File: src/rtl/vga_pkg.sv
// Shared VGA 640x480@60 timing constants, raw sync bundle and small helpers.
package vga_pkg;

  // Raster counter width (covers 0..799 and 0..524).
  localparam int unsigned CNT_W = 10;
  typedef logic [CNT_W-1:0] cnt_t;

  // Horizontal timing, in pixel clocks.
  localparam cnt_t H_VIS      = 10'd640;
  localparam cnt_t H_FP_END   = 10'd656;
  localparam cnt_t H_SYNC_END = 10'd752;
  localparam cnt_t H_TOT      = 10'd800;
  localparam cnt_t H_MAX      = H_TOT - 10'd1;

  // Vertical timing, in lines.
  localparam cnt_t V_VIS        = 10'd480;
  localparam cnt_t V_SYNC_START = 10'd490;
  localparam cnt_t V_SYNC_END   = 10'd492;
  localparam cnt_t V_TOT        = 10'd525;
  localparam cnt_t V_MAX        = V_TOT - 10'd1;

  // Registers between the raster counters and the DAC outputs.
  localparam int unsigned PIPE = 3;

  // Video memory word address width.
  localparam int unsigned ADDR_W = 18;
  typedef logic [ADDR_W-1:0] addr_t;

  // Per-pixel raw flags produced from the counters; syncs are active-low.
  typedef struct packed {
    logic hs;
    logic vs;
    logic blank_n;
    logic win;
    logic fs;
  } vga_sync_t;

  // Value of every delay stage while idle or in reset.
  localparam vga_sync_t SYNC_IDLE = '{hs: 1'b1, vs: 1'b1, blank_n: 1'b0, win: 1'b0, fs: 1'b0};

  // Half-open interval test lo <= v < hi.
  function automatic logic in_range(input cnt_t v, input cnt_t lo, input cnt_t hi);
    return (v >= lo) && (v < hi);
  endfunction

endpackage

File: src/rtl/vga_timing.sv
// Raster counters and raw (undelayed) sync/window/frame-start generation.
module vga_timing
  import vga_pkg::*;
#(
  parameter int unsigned IMG_W = 480,
  parameter int unsigned IMG_H = 480,
  parameter int unsigned X0    = 80
) (
  input  logic             clk_i,
  input  logic             rst_ni,
  input  logic             en_i,
  output logic [CNT_W-1:0] hcnt_o,
  output logic [CNT_W-1:0] vcnt_o,
  output vga_sync_t        sync_o
);

  localparam cnt_t WinXStart = cnt_t'(X0);
  localparam cnt_t WinXEnd   = cnt_t'(X0 + IMG_W);
  localparam cnt_t WinYEnd   = cnt_t'(IMG_H);

  cnt_t      hcnt_q, hcnt_d;
  cnt_t      vcnt_q, vcnt_d;
  logic      h_wrap;
  vga_sync_t sync_raw;

  // Next raster position: free-running while enabled, parked at the origin otherwise.
  always_comb begin
    hcnt_d = hcnt_q;
    vcnt_d = vcnt_q;
    h_wrap = (hcnt_q == H_MAX);
    if (!en_i) begin
      hcnt_d = '0;
      vcnt_d = '0;
    end else begin
      hcnt_d = h_wrap ? '0 : hcnt_q + 10'd1;
      if (h_wrap) begin
        vcnt_d = (vcnt_q == V_MAX) ? '0 : vcnt_q + 10'd1;
      end
    end
  end

  // Counter registers; reset wins over enable.
  always_ff @(posedge clk_i) begin
    if (!rst_ni) begin
      hcnt_q <= '0;
      vcnt_q <= '0;
    end else begin
      hcnt_q <= hcnt_d;
      vcnt_q <= vcnt_d;
    end
  end

  // Raw flags for the current position; a disabled scan looks exactly like idle.
  always_comb begin
    sync_raw = SYNC_IDLE;
    if (en_i) begin
      sync_raw.hs      = !in_range(hcnt_q, H_FP_END, H_SYNC_END);
      sync_raw.vs      = !in_range(vcnt_q, V_SYNC_START, V_SYNC_END);
      sync_raw.blank_n = (hcnt_q < H_VIS) && (vcnt_q < V_VIS);
      sync_raw.win     = in_range(hcnt_q, WinXStart, WinXEnd) && (vcnt_q < WinYEnd);
      sync_raw.fs      = (hcnt_q == '0) && (vcnt_q == '0);
    end
  end

  assign hcnt_o = hcnt_q;
  assign vcnt_o = vcnt_q;
  assign sync_o = sync_raw;

endmodule

File: src/rtl/vga_scanner.sv
// VGA scanner: walks the image window in raster order, issues video memory reads
// and aligns returned pixels with delayed sync/blank/frame-start to the DAC.
module vga_scanner
  import vga_pkg::*;
#(
  parameter int unsigned IMG_W = 480,
  parameter int unsigned IMG_H = 480,
  parameter int unsigned X0    = 80
) (
  input  logic              rdClk,
  input  logic              reset,
  input  logic              en,
  input  logic [7:0]        R,
  input  logic [7:0]        G,
  input  logic [7:0]        B,
  output logic              re,
  output logic [ADDR_W-1:0] pxlAddr,
  output logic [7:0]        vgaR,
  output logic [7:0]        vgaG,
  output logic [7:0]        vgaB,
  output logic              hsync,
  output logic              vsync,
  output logic              blank_n,
  output logic              frameStart
);

  // Address of the final window pixel; the counter saturates here so it never wraps.
  localparam addr_t LastAddr = addr_t'(IMG_W * IMG_H - 1);
  // Stage index whose window flag lines up with the memory's registered pixel.
  localparam int unsigned ColStage = PIPE - 2;

  logic [CNT_W-1:0] hcnt, vcnt;
  vga_sync_t        sync_raw;

  vga_timing #(
    .IMG_W (IMG_W),
    .IMG_H (IMG_H),
    .X0    (X0)
  ) u_timing (
    .clk_i  (rdClk),
    .rst_ni (reset),
    .en_i   (en),
    .hcnt_o (hcnt),
    .vcnt_o (vcnt),
    .sync_o (sync_raw)
  );

  addr_t     addr_q, addr_d;
  addr_t     cur_addr;
  addr_t     pxl_addr_q, pxl_addr_d;
  logic      frame_origin;
  vga_sync_t sync_q [PIPE-1];
  logic      hsync_q, vsync_q, blank_n_q, frame_start_q;
  logic [7:0] vga_r_q, vga_g_q, vga_b_q;

  // Address for the current window pixel and the next one; the origin restarts at 0
  // so the first window pixel of every frame reads address 0 even when X0 is 0.
  always_comb begin
    frame_origin = (hcnt == '0) && (vcnt == '0);
    cur_addr     = frame_origin ? '0 : addr_q;
    addr_d       = cur_addr;
    if (sync_raw.win && (cur_addr != LastAddr)) begin
      addr_d = cur_addr + addr_t'(1);
    end
    pxl_addr_d = sync_raw.win ? cur_addr : pxl_addr_q;
  end

  // Address counter and stage-1 memory address register.
  always_ff @(posedge rdClk) begin
    if (!reset) begin
      addr_q     <= '0;
      pxl_addr_q <= '0;
    end else begin
      addr_q     <= addr_d;
      pxl_addr_q <= pxl_addr_d;
    end
  end

  // Delay line for the raw flags; stage 0 doubles as the stage-1 read enable.
  always_ff @(posedge rdClk) begin
    if (!reset) begin
      for (int unsigned i = 0; i < PIPE - 1; i++) begin
        sync_q[i] <= SYNC_IDLE;
      end
    end else begin
      sync_q[0] <= sync_raw;
      for (int unsigned i = 1; i < PIPE - 1; i++) begin
        sync_q[i] <= sync_q[i-1];
      end
    end
  end

  // Stage 3: final sync/blank/frame-start registers.
  always_ff @(posedge rdClk) begin
    if (!reset) begin
      hsync_q       <= SYNC_IDLE.hs;
      vsync_q       <= SYNC_IDLE.vs;
      blank_n_q     <= SYNC_IDLE.blank_n;
      frame_start_q <= SYNC_IDLE.fs;
    end else begin
      hsync_q       <= sync_q[PIPE-2].hs;
      vsync_q       <= sync_q[PIPE-2].vs;
      blank_n_q     <= sync_q[PIPE-2].blank_n;
      frame_start_q <= sync_q[PIPE-2].fs;
    end
  end

  // Stage 3: capture memory pixel inside the window, black everywhere else.
  always_ff @(posedge rdClk) begin
    if (!reset) begin
      vga_r_q <= '0;
      vga_g_q <= '0;
      vga_b_q <= '0;
    end else if (sync_q[ColStage].win) begin
      vga_r_q <= R;
      vga_g_q <= G;
      vga_b_q <= B;
    end else begin
      vga_r_q <= '0;
      vga_g_q <= '0;
      vga_b_q <= '0;
    end
  end

  assign re         = sync_q[0].win;
  assign pxlAddr    = pxl_addr_q;
  assign vgaR       = vga_r_q;
  assign vgaG       = vga_g_q;
  assign vgaB       = vga_b_q;
  assign hsync      = hsync_q;
  assign vsync      = vsync_q;
  assign blank_n    = blank_n_q;
  assign frameStart = frame_start_q;

endmodule

File: config.mk
export PLATFORM = sky130hd
export DESIGN_NAME = vga_scanner
export DESIGN_NICKNAME = d
export VERILOG_FILES = /design/src/rtl/vga_pkg.sv /design/src/rtl/vga_timing.sv /design/src/rtl/vga_scanner.sv
export SDC_FILE = /design/constraint.sdc
export NUM_CORES = 1
export LEC_CHECK = 0
export BUFFER_PORTS_ARGS = -buffer_cell sky130_fd_sc_hd__buf_2
export CORE_UTILIZATION = 25
export CTS_CLUSTER_SIZE = 40
export DETAILED_ROUTE_END_ITERATION = 12
export PLACE_DENSITY = 0.44
export SYNTH_ARGS = -nofsm -noshare
export SYNTH_HDL_FRONTEND = slang
export SYNTH_SLANG_ARGS = --single-unit
File: constraint.sdc
create_clock -name rdClk -period 6.8 [get_ports rdClk]
set_input_delay 0.34 -clock rdClk [delete_from_list [all_inputs] [get_ports rdClk]]
set_output_delay 0.34 -clock rdClk [all_outputs]
set_load 0.005 [all_outputs]
# ---- Yosys cells after proc, flatten, opt, wreduce, memory -nomap -nowiden
# Memories as Yosys holds them, arrays and structs flattened.
# Cells that the tools add are included.
dict set report word_totals {
  regBits 84
  mem_bits_rw 10
  out_inout_bits 47
  n_memories 1
}
# memory words width read_ports rd_ports_with_merged_regs write_ports line_no
set memory_table {}
lappend memory_table {sync_q 2 5 2 0 2 vga_scanner.sv:52} ;# vga_sync_t sync_q [PIPE-1];
dict set report classes {
  n_addsub 3
  magnitude_cmp 8
  n_eq_ne 3
  n_mux 8
  bitwise 4
  n_reduce_logical 14
}
# op n
set ops {}
lappend ops {{2-to-1 mux 18 bit} 2}
lappend ops {{< comparator 10 bit, second input constant} 3}
lappend ops {{adder 10 x 1 -> 10 bit, second input constant} 2}
lappend ops {{== test 10 bit, second input constant} 2}
lappend ops {{zero test 10 bit} 2}
lappend ops {{< comparator 10 x 9 -> 1 bit, second input constant} 2}
lappend ops {{adder 18 x 1 -> 18 bit, second input constant} 1}
lappend ops {{inequality test 18 bit, second input constant} 1}
lappend ops {{2-to-1 mux 5 bit} 3}
lappend ops {{>= comparator 10 bit, second input constant} 1}
lappend ops {{>= comparator 10 x 7 -> 1 bit, second input constant} 1}
lappend ops {{>= comparator 10 x 9 -> 1 bit, second input constant} 1}
lappend ops {{2-to-1 mux 10 bit} 1}
lappend ops {{logical AND 1 bit} 7}
lappend ops {{AND reduction 2 bit} 2}
lappend ops {{OR reduction 3 bit} 1}
lappend ops {{zero test 1 bit} 2}
lappend ops {{2-to-1 mux 1 bit} 2}
lappend ops {{NOT 1 bit} 2}
lappend ops {{OR 1 bit} 2}

# ---- Depth between registers and ports, before layout
# Gate-level depths: netlist of the first run.
dict set report logic_depth {
  depth_word 6
  depth_mapped 15
  depth_no_buf 13
}

# ---- Modules after synthesis
# Synthesis of the first run repeated with hierarchy kept, for this count alone.
dict set report hier_totals {
  hier_cells 419
  hier_area_um2 3961.3
}
# mod instances cells_per_inst area_per_inst_um2 seq_area_each_um2
set by_module_without_submodules {}
lappend by_module_without_submodules {vga_scanner 1 281 2800.2 1481.4}
lappend by_module_without_submodules {vga_timing 1 138 1161.1 400.4}

# ---- Least setup slack after synthesis of the first run
# No wires, ideal clock.
dict set report synth_timing {
  path_kind {register to register}
  start {reg u_timing.vcnt_q[9], in the netlist u_timing.vcnt_o[9]}
  end {reg addr_q[8]}
  setup_ps 71
  arrival_time_ps 2802
  required_ps 6729
  setup_slack_ps 3927
  stages_incl_launch_ff 15
  cell_sequence {dfxtp_1 -> clkbuf_1 -> nor4_1 -> nand4_1 -> or2_2 -> clkbuf_1 -> and2_1 -> ha_1 -> nand3_1 -> nor2_1 -> o2111ai_1 -> nand3_2 -> buf_2 -> or3_1 -> a21oi_1}
}
dict set report synth_via {
  elab_chain_cells 6
}
# item line_no
set synth_lines {}
lappend synth_lines {{from (decl)} vga_timing.sv:22} ;# cnt_t vcnt_q, vcnt_d;
lappend synth_lines {{from (signal assigned)} vga_timing.sv:49} ;# vcnt_q <= vcnt_d;
lappend synth_lines {{zero test 10 bit (*)} vga_scanner.sv:59} ;# frame_origin = (hcnt == '0) && (vcnt == '0);
lappend synth_lines {{logical AND 1 bit (*)} vga_scanner.sv:59}
lappend synth_lines {{2-to-1 mux 18 bit (*)} vga_scanner.sv:60} ;# cur_addr = frame_origin ? '0 : addr_q;
lappend synth_lines {{net cur_addr[0]} vga_scanner.sv:49} ;# addr_t cur_addr;
lappend synth_lines {{branches (longest 2 deep; another with adder 18 x 1 -> 18 bit)} -}
lappend synth_lines {{2-to-1 mux 18 bit (*)} vga_scanner.sv:62} ;# if (sync_raw.win && (cur_addr != LastAddr)) begin
lappend synth_lines {{to (signal assigned)} vga_scanner.sv:74} ;# addr_q <= addr_d;
lappend synth_lines {{to (decl)} vga_scanner.sv:48} ;# addr_t addr_q, addr_d;
# Mark *: on every way through the listed nets, which the timed path passes.
# A chain may end at the register's enable or synchronous reset.

# ---- Final worst setup path of the first run
dict set report layout_timing {
  start {reg u_timing.hcnt_q[0], in the netlist u_timing.hcnt_o[0]}
  end {reg addr_q[6]}
}
dict set report layout_via {
  elab_chain_cells 6
}
# item line_no
set layout_lines {}
lappend layout_lines {{from (decl)} vga_timing.sv:21} ;# cnt_t hcnt_q, hcnt_d;
lappend layout_lines {{from (signal assigned)} vga_timing.sv:48} ;# hcnt_q <= hcnt_d;
lappend layout_lines {{zero test 10 bit (*)} vga_scanner.sv:59}
lappend layout_lines {{logical AND 1 bit (*)} vga_scanner.sv:59}
lappend layout_lines {{2-to-1 mux 18 bit (*)} vga_scanner.sv:60}
lappend layout_lines {{net cur_addr[0]} vga_scanner.sv:49}
lappend layout_lines {{branches (longest 2 deep; another with adder 18 x 1 -> 18 bit)} -}
lappend layout_lines {{2-to-1 mux 18 bit (*)} vga_scanner.sv:62}
# Marks and branches as above.

==> results of run 1 <==
==> cell usage in the layout, fill, tap and decap left out, types with 9 or more instances in the layout <==
master / n
dfxtp_1: 94
buf_2: 73
nand2_1: 46
nand3_1: 37
nor2_1: 31
and3_1: 31
a21boi_0: 18
nand4_1: 12
and2_1: 12
xor2_1: 12
a21oi_1: 12
o21ai_0: 9
clkbuf_16: 9
==> sequential cells by signal, indices dropped and copies added (netlist names), 8 cells and up <==
name             cells
vgaR                 8
u_timing.vcnt_o     10
u_timing.hcnt_o     10
pxlAddr             18
addr_q              18
vgaB                 8
sync_q              10
vgaG                 8
==> area by class of cell <==
cell class | instances | share of cell area
clock buffer | 9 | 0.0496
clock inverter | 7 | 0.0198
inverter | 9 | 0.00743
tap | 184 | 0.0507
timing repair buffer | 74 | 0.0820
multi-input combinational | 285 | 0.376
sequential | 94 | 0.414
==> critical path, stage by stage, from the launching register on <==
cell and delay (ps):
dfxtp_1 350, inv_1 70, ha_1 130, nor3b_1 190
nand4_1 200, or2_2 550, and2_1 290, ha_1 220
nand3_1 140, nor2_1 130, o2111ai_1 170, nand3_2 250
or4_1 470, a21oi_1 140
==> report_power, final <==
part / internal, mW / leakage, nW / total, mW / switching [mW]
clock: 0.295 / 0.156 / 0.529 / 0.234
combinational: 0.00993 / 0.928 / 0.0262 / 0.0163
sequential: 0.552 / 0.758 / 0.553 / 0.000942
total: 0.857 / 1.84 / 1.11 / 0.252
==> worst max path at each step <==
stage / start / endpoint / slack (ps) / cells after the start
after global placement: u_timing.hcnt_o[0]$_SDFF_PP0_ / addr_q[6]$_SDFF_PN0_ / 3520 / 13
after global routing: u_timing.hcnt_o[0]$_SDFF_PP0_ / addr_q[6]$_SDFF_PN0_ / 3040 / 13
after floorplan: u_timing.vcnt_o[9]$_SDFFE_PN0P_ / addr_q[8]$_SDFF_PN0_ / 3930 / 14
after detailed placement: u_timing.hcnt_o[0]$_SDFF_PP0_ / addr_q[6]$_SDFF_PN0_ / 3440 / 13
final: u_timing.hcnt_o[0]$_SDFF_PP0_ / addr_q[6]$_SDFF_PN0_ / 3440 / 13
after CTS: u_timing.hcnt_o[0]$_SDFF_PP0_ / addr_q[6]$_SDFF_PN0_ / 3420 / 13
==> per-stage QoR <==
stage | utilization | std cells
finish | 0.313 | 662
global route | 0.313 | 662
CTS | 0.313 | 662
detailed placement | 0.291 | 646
global placement | 0.291 | 646
floorplan | - | 409
==> kinds of logic (layout without fill, tap and decap cells) <==
group	after synthesis	after routing	share of synthesized area
simple gates	207	207	0.295
mux	3	3	0.00808
xor+xnor	19	19	0.0448
flops	94	94	0.506
buf+inv	30	99	0.0340
fa+ha+maj	6	6	0.0202
compound gates	50	50	0.0922
==> metal layers <==
metal / global-route usage / up-vias
met5: 0 / -
met4: 0.0402 / 0
met3: 0.0398 / 9
met2: 0.175 / 50
met1: 0.150 / 1421
li1: - / 1553
==> metrics.md, run 1 <==
| Metric | Value |
|---|---|
| DRT Pass-1 Iters | `4` |
| Register area | `~1900 sq um` |
| Initial DRC count | `between 150 and 200` |
| Synth cell count leaders | `dfxtp_1 (94), nand2_1 (46), nand3_1 (37)` |
| Period Utilization, post-route | `0.495` |
| Vias/cell | `4.58` |
| Core box area | `14,500 sq um` |
| Hold endpoint | `vgaB[0]$_SDFF_PN0_` |
| # diodes | `0` |
| Synth-to-Final Area Change | `22.2%` |
| Pre-CTS setup slack | `around 3400 ps` |
| DR WL/cell | `12.7 microns` |
| Kind of critical path | `register to register` |
| Number of synthesized flops with an enable pin | `0` |
| Syn Inst Count | `409` |
| Final Skew | `8.20 ps` |
| CTS clk-pin slew, worst paths | `roughly 70 ps` |
| IO Pins | `74` |
| Top cells by area in the synthesized netlist | `dfxtp_1 (51%), and3_1 (5.2%), nand3_1 (5.0%)` |
| DR vias | `slightly above 3,000` |
| Outcome | `finished clean` |
| Unrepaired setup endpoints after global routing | `false` |
| Met3 Wirelength | `around 380 microns` |
| Worst IR Drop VDD | `0.105 mV` |
| Crit-path max FO | `26` |
| Most common flop cell mapped by yosys | `dfxtp_1` |
| Worst hold path startpoint | `B[0]` |
| DP HPWL | `between 5000 and 6000 microns` |
| PD cells | `244 nW/um^2` |
| Worst Path Arrival | `3640 ps` |
| Hold depth | `2` |
| I/O Buffers | `73` |
| Netlist Area Pre-Place | `3720 sq um` |
| Yosys top cell area share | `0.506` |
| Post-cts sizing count | `0` |
| Worst r2r src | `u_timing.hcnt_o[0]$_SDFF_PP0_` |
| Tot Pwr | `roughly 1.1 mW` |
| Count leader, synth | `dfxtp_1` |
| CTS Buffer Depth | `2` |
| Layout cell share with drive strength beyond 1 | `0.209` |
| Die H | `124 microns` |
| GP Congestion | `between 0.7 and 0.8` |
| Clock root cell | `clkbuf_16` |
| Min Hold Slack | `223 ps` |
| Design area | `4540 sq um` |
| YS warnings | `0` |
| Max frequency | `approximately 0.30 GHz` |
| Top sig layer | `met4` |
| Worst-Skew Late Latency | `350 ps` |
| Worst setup margin | `3440 ps` |
| Initial antenna violation count | `0` |
| TritonCTS Buffers | `9` |
| Die X | `124 microns` |
| Hold_buf cts | `0` |
| Global route overflow | `0` |
| Die area | `15,400 sq um` |
| Least-Margin Pin Slew | `644 ps` |
| Leak | `1.84 nW` |
| Post-CTS setup buffer count | `0` |
| Overall Global Routing Usage | `0.115` |
| Seq/Total Area, Yosys | `0.506` |
| MaxCap Viol Count | `0` |
| Post-synthesis cell type count | `42` |
| Syn_nets | `442` |
| DRC viols | `0` |
| Relative slew margins | `0.571` |
| Std-Cell Rows | `44` |
| CTS sink count | `94` |
| Worst setup SP type | `register` |
| Layout Nets | `506` |
| Area of the multi-input gates | `around 1700 sq um` |
| Pin count of the biggest net entering global routing | `63` |
| Number of global-route vias before repair | `2,734` |
| Endpoint type of the worst setup path | `register` |
| Area post-placement | `4230 sq um` |
| Initial Utilization | `0.256` |
| Setup violations, final | `0` |
| CP required | `7080 ps` |
| Worst R2R Path Depth | `13` |
| Setup TNS Final | `0 ps` |
| Fillers | `1,553` |
| Tmin final | `3360 ps` |
| Routed Antenna Nets | `0` |
| FF+latch count, synth | `94` |
| CTS tree | `done` |
| Final Hold Vio Count | `0` |
| Syn_area_per_cell | `about 9.1 sq um` |
| H-tree Lvls | `3` |
| Synth area leader | `dfxtp_1` |
| R2R setup slack | `3440 ps` |
| R2r endpoint | `addr_q[6]$_SDFF_PN0_` |
| Hold/Removal Path Class | `primary input to register` |
| WL final | `8410 microns` |
| Max-slew violation count | `0` |
| Metal-1 WL | `4080 microns` |
| WL met2 | `3830 microns` |
| Asr flop ratio synth | `0` |
| First-pass GRT wire length | `13,600 microns` |
Note: power is estimated with default switching activity, not from simulation.
==> run 2, diff against run 1 <==
--- a/config.mk
+++ b/config.mk
@@ -5,11 +5,12 @@
 export SDC_FILE = /design/constraint.sdc
 export NUM_CORES = 1
 export LEC_CHECK = 0
+export ABC_AREA = 1
 export BUFFER_PORTS_ARGS = -buffer_cell sky130_fd_sc_hd__buf_2
 export CORE_UTILIZATION = 25
 export CTS_CLUSTER_SIZE = 40
 export DETAILED_ROUTE_END_ITERATION = 12
-export PLACE_DENSITY = 0.44
+export PLACE_DENSITY = 0.45
 export SYNTH_ARGS = -nofsm -noshare
 export SYNTH_HDL_FRONTEND = slang
 export SYNTH_SLANG_ARGS = --single-unit
==> constraint.sdc (replaced) <==
create_clock -name rdClk -period 2.8 [get_ports rdClk]
set_input_delay 0.14 -clock rdClk [delete_from_list [all_inputs] [get_ports rdClk]]
set_output_delay 0.14 -clock rdClk [all_outputs]
set_load 0.005 [all_outputs]
==> run 2 against run 1 <==
Against the previous run: cell count is 21% higher; sequential cell count unchanged; area after synthesis rose by 4.5%; worst hold slack worse by 210 ps; power increased by 140%; register-to-register slack worse by 3100 ps; via count up 16%; sequential share of layout area down 3.1 points; clock-buffer cell count is the same; combinational power increased to 3.7 times the previous value; routed wire length up 11%; clock skew is essentially flat.
==> metrics.md, run 2 <==
| Metric | Value |
|---|---|
| Hold/Removal Path Class | `primary input to register` |
| Min Hold Slack | `10.7 ps (-212 ps)` |
| Pin count of the biggest net entering global routing | `41 (-35%)` |
| Max frequency | `0.409 GHz (+38%)` |
| DR vias | `3,505 (+16%)` |
| Syn Inst Count | `518 (+27%)` |
| Post-CTS setup buffer count | `0 (unchanged)` |
| Area post-placement | `4420 sq um (+4.6%)` |
| Initial antenna violation count | `0 (unchanged)` |
| Routed Antenna Nets | `0 (unchanged)` |
| Tmin final | `2440 ps (-920 ps)` |
| Final Hold Vio Count | `0 (unchanged)` |
| Unrepaired setup endpoints after global routing | `false` |
| Crit-path max FO | `12 (-54%)` |
| Design area | `4920 sq um (+8.2%)` |
| Initial Utilization | `0.256 (about the same)` |
| GP Congestion | `0.862 (+12%)` |
| DRT Pass-1 Iters | `5 (+1)` |
| FF+latch count, synth | `94 (unchanged)` |
| Max-slew violation count | `0 (unchanged)` |
| TritonCTS Buffers | `9 (unchanged)` |
| PD cells | `538 nW/um^2 (+120%)` |
| Tot Pwr | `2.64 mW (+140%)` |
| First-pass GRT wire length | `15,500 microns (+15%)` |
| Least-Margin Pin Slew | `789 ps (+145 ps)` |
| Relative slew margins | `0.473 (-0.0982)` |
| Count leader, synth | `dfxtp_1` |
| CP required | `3040 ps (-4040 ps)` |
| Die H | `127 microns (+2.2%)` |
| Vias/cell | `4.37 (-4.6%)` |
| Commonest non-fill, non-tap cells in the layout | `dfxtp_1 (94), nor2_1 (85), nand2_1 (85)` |
| Std-Cell Rows | `45 (+2.3%)` |
| Most common flop cell mapped by yosys | `dfxtp_1` |
| Netlist Area Pre-Place | `3890 sq um (+4.5%)` |
| Number of global-route vias before repair | `3,308 (+21%)` |
| DP HPWL | `6840 microns (+17%)` |
| Period Utilization, post-route | `0.873 (+0.378)` |
| Placed Cells | `767 (+19%)` |
| Pre-CTS setup slack | `263 ps (-3180 ps)` |
| Leak | `2.28 nW (+24%)` |
| Die area | `16,100 sq um (+4.5%)` |
| Layout cell share with drive strength beyond 1 | `0.186 (-0.0235)` |
| Worst-Skew Late Latency | `350 ps (about the same)` |
| Setup violations, final | `0 (unchanged)` |
| Core box area | `15,200 sq um (+4.6%)` |
| Outcome | `finished clean` |
| Yosys top cell area share | `0.484 (-0.0220)` |
| YS warnings | `0 (unchanged)` |
| Core Util, Final | `0.323 (+0.0107)` |
| IO Pins | `74 (unchanged)` |
| Worst Path Arrival | `2680 ps (-960 ps)` |
| Kind of critical path | `register to register` |
| Initial DRC count | `182 (-2.2%)` |
| Worst setup margin | `357 ps (-3080 ps)` |
| CTS sink count | `94 (unchanged)` |
| Post-synthesis cell type count | `37 (-12%)` |
| Number of synthesized flops with an enable pin | `0 (unchanged)` |
| Syn_area_per_cell | `7.50 sq um (-17%)` |
| MaxCap Viol Count | `0 (unchanged)` |
| CTS tree | `done` |
| Clock root cell | `clkbuf_16` |
| Overall Global Routing Usage | `0.123 (+0.00828)` |
| CTS clk-pin slew, worst paths | `70 ps (about the same)` |
| Endpoint type of the worst setup path | `register` |
| I/O Buffers | `73 (unchanged)` |
| DRC viols | `0 (unchanged)` |
| CTS Buffer Depth | `2 (unchanged)` |
| Top cells by area in the synthesized netlist | `dfxtp_1 (48%), nor2_1 (8.3%), nand2_1 (8.2%)` |
| Worst IR Drop VDD | `0.294 mV (+180%)` |
| Die X | `127 microns (+2.2%)` |
| Synth-to-Final Area Change | `26.5%` |
| Commonest non-fill, non-tap cell in the layout | `dfxtp_1` |
| H-tree Lvls | `3 (unchanged)` |
| Layout Nets | `643 (+27%)` |
| Syn_nets | `551 (+25%)` |
| Finished Layout Cells | `802 (+21%)` |
| Worst setup SP type | `register` |
| Synth cell count leaders | `dfxtp_1 (94), nor2_1 (86), nand2_1 (85)` |
| Asr flop ratio synth | `0 (unchanged)` |
| Synth area leader | `dfxtp_1` |
| Setup TNS Final | `0 ps (unchanged)` |
| Seq/Total Area, Yosys | `0.484 (-0.0220)` |
| WL final | `9360 microns (+11%)` |
| DR WL/cell | `11.7 microns (-8.1%)` |
| Final Skew | `7.85 ps (-0.347 ps)` |
| # diodes | `0 (unchanged)` |
| Global route overflow | `0 (unchanged)` |
-- run 2: timing repair --
action | 4_1_cts | 5_1_grt
hold buffers | 20 | 0
resized for setup | 0 | 1
endpoints found under the setup margin | 0 | 8
endpoints found under the hold margin | 20 | 0
-- run 2: report_power, final --
| part | internal [mW] | switching, mW |
|---|---|---|
| Sequential | 1.34 | 0.00198 |
| Clock | 0.685 | 0.518 |
| Combinational | 0.0462 | 0.0505 |
-- run 2: cell type report --
type	count	area [sq um]
clock buffer	9	225
timing repair buffer	97	596
multi-input combinational	331	1630
sequential	94	1880
inverter	77	289
clock inverter	6	63.8
fill	1646	10300
tap	188	235
-- run 2: kinds of logic (layout without fill, tap and decap cells) --
kind of cell | after synthesis | count (layout) | synth area share
AND/OR/NAND/NOR | 251 | 251 | 0.289
flip-flops | 94 | 94 | 0.484
buffers and inverters | 93 | 189 | 0.0998
AO/OA/AOI/OAI | 70 | 70 | 0.0988
adder cells (fa/ha/maj) | 6 | 6 | 0.0193
XOR/XNOR | 4 | 4 | 0.00901
-- run 2: critical path, stage by stage, from the launching register on --
cell      delay (ps)
dfxtp_1          420
inv_1             90
ha_1             200
inv_1             70
nor2_1            50
nand3_2           90
nand2_1          100
inv_1             70
ha_1             150
nand2_1           60
nand3b_1         230
nor2_4           140
nand3_2          120
nand2_4          160
inv_2            120
nand2_1          100
nand2_1           60
nand2_1           50
nor2_1            40
-- run 2: final timing paths --
path | from | endpoint | slack, ps | cells after the start
worst max-delay path | u_timing.vcnt_o[1]$_SDFFE_PN0P_ | addr_q[10]$_SDFF_PN0_ | 360 | 18
worst min-delay path | G[2] | vgaG[2]$_SDFF_PN0_ | 10 | 3
worst max register to register | u_timing.vcnt_o[1]$_SDFFE_PN0P_ | addr_q[10]$_SDFF_PN0_ | 360 | 18
worst min register to register | sync_q[0][7]$_SDFF_PN0_ | blank_n$_SDFF_PN0_ | 410 | 2
-- run 2: layer usage --
metal	vias up	GRT usage	share of wire
met3	14	0.0342	0.040
li1	1837	-	-
met1	1594	0.141	0.44
met2	60	0.217	0.50
met5	-	0	0
met4	0	0.0483	0.015
